===== config.mk =====
export PLATFORM = sky130hd
export DESIGN_NAME = regfile_wr_arbiter
export DESIGN_NICKNAME = d
export VERILOG_FILES = /design/src/rtl/regfile_wr_arbiter.sv
export SDC_FILE = /design/constraint.sdc
export NUM_CORES = 1
export LEC_CHECK = 0
export ABC_AREA = 1
export CORE_MARGIN = 2
export CORE_UTILIZATION = 33
export CTS_BUF_LIST = sky130_fd_sc_hd__clkbuf_2
export DETAILED_ROUTE_END_ITERATION = 7
export PLACE_DENSITY = 0.57
export SLEW_MARGIN = 20
export SYNTH_ARGS = -nofsm -noshare
export SYNTH_HDL_FRONTEND = slang
export SYNTH_SLANG_ARGS = --single-unit

===== constraint.sdc =====
create_clock -name clk -period 4.75 [get_ports clk]
set_input_delay 1.1875 -clock clk [delete_from_list [all_inputs] [get_ports clk]]
set_output_delay 1.1875 -clock clk [all_outputs]
set_load 0.01 [all_outputs]

===== src/rtl/regfile_wr_arbiter.sv =====
// Register-file write-port arbiter: pipeline writeback wins, long-latency results queue behind it.
// Optional WRARB_FWD_EN adds forwarding of queued results to the two decode read ports.
module regfile_wr_arbiter #(
    parameter int QDEPTH     = 2,
    parameter int STARVE_MAX = 4
) (
    input  logic        clk,
    input  logic        rst,
    input  logic        pipe_we,
    input  logic [4:0]  pipe_waddr,
    input  logic [31:0] pipe_wdata,
    input  logic        mc_valid,
    output logic        mc_ready,
    input  logic [4:0]  mc_waddr,
    input  logic [31:0] mc_wdata,
    input  logic        mc_issue,
    input  logic [4:0]  mc_issue_addr,
    input  logic [4:0]  rd1_addr,
    input  logic [4:0]  rd2_addr,
    output logic        hazard1,
    output logic        hazard2,
    output logic        stall_req,
    output logic        we,
    output logic [4:0]  waddr,
    output logic [31:0] wdata
`ifdef WRARB_FWD_EN
    ,
    output logic        fwd1_valid,
    output logic [31:0] fwd1_data,
    output logic        fwd2_valid,
    output logic [31:0] fwd2_data
`endif
);

    localparam int PW = (QDEPTH > 1) ? $clog2(QDEPTH) : 1;
    localparam int CW = $clog2(QDEPTH + 1);

    logic [4:0]    qAddr_q [QDEPTH];
    logic [31:0]   qData_q [QDEPTH];
    logic [PW-1:0] wrPtr_q, wrPtr_d;
    logic [PW-1:0] rdPtr_q, rdPtr_d;
    logic [CW-1:0] count_q, count_d;
    logic [3:0]    starve_q, starve_d;
    logic          stallReq_q, stallReq_d;
    logic [31:0]   pending_q, pending_d;

    logic qEmpty, qFull, pipeReq, headGrant, push;
    logic [4:0]  headAddr;
    logic [31:0] headData;
    logic fwd1Hit, fwd2Hit;
    logic [31:0] fwd1Data, fwd2Data;

    assign qEmpty    = (count_q == '0);
    assign qFull     = (count_q == CW'(QDEPTH));
    assign mc_ready  = !rst && !qFull;
    assign pipeReq   = pipe_we && (pipe_waddr != 5'd0);
    assign headGrant = !rst && !pipeReq && !qEmpty;
    // r0 results complete the handshake but never occupy a slot
    assign push      = mc_valid && mc_ready && (mc_waddr != 5'd0);
    assign headAddr  = qAddr_q[rdPtr_q];
    assign headData  = qData_q[rdPtr_q];
    assign stall_req = stallReq_q;

    always_comb begin
        we    = 1'b0;
        waddr = 5'd0;
        wdata = 32'd0;
        if (!rst) begin
            if (pipeReq) begin
                we    = 1'b1;
                waddr = pipe_waddr;
                wdata = pipe_wdata;
            end else if (!qEmpty) begin
                we    = 1'b1;
                waddr = headAddr;
                wdata = headData;
            end
        end
    end

    always_comb begin
        wrPtr_d    = push ? wrPtr_q + PW'(1) : wrPtr_q;
        rdPtr_d    = headGrant ? rdPtr_q + PW'(1) : rdPtr_q;
        count_d    = count_q + CW'(push) - CW'(headGrant);
        starve_d   = starve_q;
        stallReq_d = stallReq_q;
        if (headGrant) begin
            starve_d   = 4'd0;
            stallReq_d = 1'b0;
        end else if (!qEmpty) begin
            if (starve_q < 4'(STARVE_MAX)) begin
                starve_d = starve_q + 4'd1;
            end
            stallReq_d = (starve_d >= 4'(STARVE_MAX));
        end
        // A new issue overrides a retiring write to the same register
        pending_d = pending_q;
        if (headGrant) begin
            pending_d[headAddr] = 1'b0;
        end
        if (mc_issue && (mc_issue_addr != 5'd0)) begin
            pending_d[mc_issue_addr] = 1'b1;
        end
    end

    always_comb begin
        fwd1Hit  = 1'b0;
        fwd2Hit  = 1'b0;
        fwd1Data = 32'd0;
        fwd2Data = 32'd0;
        // Scan oldest to youngest so the last match is the youngest
        for (int i = 0; i < QDEPTH; i++) begin
            if (CW'(i) < count_q) begin
                if ((rd1_addr != 5'd0) && (qAddr_q[rdPtr_q + PW'(i)] == rd1_addr)) begin
                    fwd1Hit  = 1'b1;
                    fwd1Data = qData_q[rdPtr_q + PW'(i)];
                end
                if ((rd2_addr != 5'd0) && (qAddr_q[rdPtr_q + PW'(i)] == rd2_addr)) begin
                    fwd2Hit  = 1'b1;
                    fwd2Data = qData_q[rdPtr_q + PW'(i)];
                end
            end
        end
    end

`ifdef WRARB_FWD_EN
    assign fwd1_valid = fwd1Hit;
    assign fwd1_data  = fwd1Data;
    assign fwd2_valid = fwd2Hit;
    assign fwd2_data  = fwd2Data;
    assign hazard1    = pending_q[rd1_addr] && (rd1_addr != 5'd0) && !fwd1Hit;
    assign hazard2    = pending_q[rd2_addr] && (rd2_addr != 5'd0) && !fwd2Hit;
`else
    logic unusedFwd;
    assign unusedFwd = fwd1Hit ^ fwd2Hit ^ (^fwd1Data) ^ (^fwd2Data);
    assign hazard1   = pending_q[rd1_addr] && (rd1_addr != 5'd0);
    assign hazard2   = pending_q[rd2_addr] && (rd2_addr != 5'd0);
`endif

    always_ff @(posedge clk) begin
        if (rst) begin
            wrPtr_q    <= '0;
            rdPtr_q    <= '0;
            count_q    <= '0;
            starve_q   <= 4'd0;
            stallReq_q <= 1'b0;
            pending_q  <= 32'd0;
        end else begin
            wrPtr_q    <= wrPtr_d;
            rdPtr_q    <= rdPtr_d;
            count_q    <= count_d;
            starve_q   <= starve_d;
            stallReq_q <= stallReq_d;
            pending_q  <= pending_d;
        end
    end

    always_ff @(posedge clk) begin
        if (push) begin
            qAddr_q[wrPtr_q] <= mc_waddr;
            qData_q[wrPtr_q] <= mc_wdata;
        end
    end

endmodule

==> metrics.cfg <==
[outcome]
status=complete, no violations

[worst_hold_path]
hp-class=flop to flop
hp-start=pending_q[7]
hold-path-endpoint=pending_q[7]
min_path_cells=2

[yosys]
synth_area_mm2=0.00581
syn-instance-count=715
syn_avg_cell_area_um2=8.13
synth_adder_area_share=0.00646
synth_edf_count=74
synthFlopType=edfxtp_1
synthSimpleGateAreaFrac=0.268
ys_warn_count=0
synth_compound_area_frac=0.129
synth-async-reset-ratio=0
synth_xor_xnor_area_share=0.00151
synth.net_count=812
synth_top_family_by_area=simple AND/OR/NAND/NOR gates
synth-seq-area-share=0.527
ys_ff_latch=116
synth_cell_types=34
yosys-mux-area-fraction=0.00172

[setup_path]
r2r_cells=9
cp_data_required_time_ns=3.56
r2r_setup_slack_ns=2.52
cp-end-kind=output pin
cp.arrival_ns=3.37
crit_fanout=12
worstSetupPathType=primary input to output pin
cp-start-kind=primary input
r2r-end=pending_q[20]

[die]
io_pins=136
die-area_mm2=0.0187
coreArea_mm2=0.0172
initial_core_util=0.337
dieHeight_um=137
fp-row-count=48
die_w_um=137

[global_routing]
first_global_vias=5164
met1_usage=0.246
grt_busiest_layer=met2
use_met2=0.306
gr-total-overflow=0
antenna_found_initial=1
grt_first_pass_wirelength_mm=27.3
gr-usage-met3=0.0607
grtUsageTotal=0.192
grt_max_degree=39

[detailed_routing]
via_count=5309
drtPass1Iterations=5
drt-vias-per-instance=4.84
drtAntennaViolNets=0
wirelength_mm=17.1
drt_iter0_drc=305
drc=0
detail_route.wl_per_cell_um=15.6

[finish]
instances_no_fill=1096
fillers=1724
synthToLayoutAreaGrowth_pct=31.5
post_route_cells_drive_above_1_share=0.0828
nNetsFinal=956

[sta]
finClkSkew_ns=0.0314
finalSetupTns_ns=0
fin_crit_sh=0.959
relSlewSlack=0.541
setup_viol_count_final=0
slew_viol_final=0
grt_setup_unrepaired=no
fmax_ghz=0.220
worst_pin_slew_ns=0.686
period_needed_ns=4.55
hold_viol=0

[clock_tree]
clk_transition_reported_paths_ns=0.15
cts_buffers=17
cts_hold_buf=0
cts_tree=yes
h-tree-depth=4
cts_setup_buffers=0
cts_resized=0
cts.sinks=116
clk_latency_ns=0.68
clock-root-buffer=clkbuf_2
ctsLongestPathBuffers=2

[pwr]
peakVddDrop_mv=0.146
powerDensity_mw_per_mm2=282
p_leak_nw=2.83

[flow_run]
cap_violations=0

[placement]
dpl.cell_count=1065
port_buffers=135
gp_congestion=0.842
dpl.hpwl_mm=12.7

[registers in the layout (all words and copies together), names as in the netlist, named ones only]
register	cells
stall_req	1
starve_q	4
count_q	2
qAddr_q	10
rdPtr_q	1
wrPtr_q	1
pending_q	32
qData_q	64
[cell families after synthesis]
group,after synthesis
simple gates,380
compound gates,122
flops,116
buf+inv,92
fa+ha+maj,3
xor+xnor,1
mux,1
[layout make-up]
| cell class | instances | area [µm²] | share of cell area |
|---|---|---|---|
| diodes | 1 | 2.50 | 0.000328 |
| multi-input cells | 507 | 2380 | 0.312 |
| clock inverters | 9 | 65.1 | 0.00852 |
| flip-flops and latches | 116 | 3060 | 0.401 |
| well taps | 225 | 282 | 0.0369 |
| repair buffers | 157 | 1520 | 0.199 |
| clock buffers | 21 | 105 | 0.0138 |
| inverters | 60 | 225 | 0.0295 |
[worst max-delay path: stages]
cell and delay (ns):
clkdlybuf4s50_1 0.48, nor2_1 0.07, nand3_1 0.09, nand2_2 0.05, buf_4 0.15, nor2_2 0.11
buf_4 0.18, buf_4 0.19, nand2_1 0.07, a32oi_1 0.19, clkdlybuf4s50_1 0.57
[power by group]
group	internal, mW	switching [mW]	total (mW)
combinational	0.215	0.278	0.493
sequential	1.12	0.0194	1.14
clock	0.181	0.344	0.525
total	1.51	0.641	2.15
[per-stage QoR]
step / util / instance area (µm²) / setup WS [ns] / total power [mW] / hold WS, ns
CTS: 0.443 / 7640 / 0.177 / 2.18 / 0.475
global route: 0.443 / 7640 / 0.0469 / 2.27 / 0.489
detailed placement: 0.433 / 7470 / 0.196 / 1.65 / 0.454
floorplan: - / 5810 / 1.14 / 1.41 / 0.439
finish: 0.443 / 7640 / 0.197 / 2.15 / 0.472
global placement: 0.433 / 7470 / 0.230 / 1.65 / 0.450
[cell usage in the layout, fill, tap and decap left out, drive strengths merged]
cell	netlist	routed
ha	3	3
diode	0	1
buf	21	22
clkinv	0	8
nor2	73	73
edfxtp	74	74
or2	1	1
clkdlybuf4s50	0	135
bufinv	0	1
inv	60	60
o22ai	1	1
nand3	38	38
a31oi	2	2
clkbuf	11	21
a32oi	16	16
o21ai	31	31
a22oi	1	1
xor2	1	1
nand4	4	4
nor3	6	6
o31ai	15	15
nand2	257	257
mux2i	1	1
dfxtp	42	42
nor4	1	1
o211ai	12	12
a21oi	44	44
[how the worst max path moves through the flow]
| stage | start | endpoint | slack, ns | cells past startpoint |
|---|---|---|---|---|
| floorplan | rst | qAddr_q[0][0] | 1.14 | 3 |
| global placement | pipe_waddr[1] | wdata[31] | 0.23 | 11 |
| detailed placement | pipe_waddr[1] | wdata[17] | 0.20 | 11 |
| CTS | pipe_waddr[1] | wdata[17] | 0.18 | 11 |
| global route | pipe_waddr[2] | wdata[17] | 0.05 | 11 |
| finish | pipe_waddr[1] | wdata[17] | 0.20 | 11 |
[Yosys cell counts, types with 10 or more instances]
| library cell | number | area share |
|---|---|---|
| nand3_1 | 35 | 0.030 |
| nand2_1 | 249 | 0.16 |
| nor2_1 | 71 | 0.046 |
| o211ai_1 | 12 | 0.016 |
| a32oi_1 | 16 | 0.024 |
| edfxtp_1 | 74 | 0.38 |
| o31ai_1 | 15 | 0.019 |
| a21oi_1 | 44 | 0.038 |
| buf_2 | 17 | 0.015 |
| clkbuf_1 | 10 | 0.0065 |
| o21ai_0 | 29 | 0.025 |
| inv_1 | 54 | 0.035 |
| dfxtp_1 | 42 | 0.14 |
[metal layers]
| layer | vias to the layer above | share of wire |
|---|---|---|
| met3 | 22 | 0.070 |
| met5 | - | 0 |
| met4 | 0 | 0.016 |
| met1 | 2444 | 0.45 |
| met2 | 151 | 0.47 |
| li1 | 2692 | - |
Power figures use the tool's default switching activity.
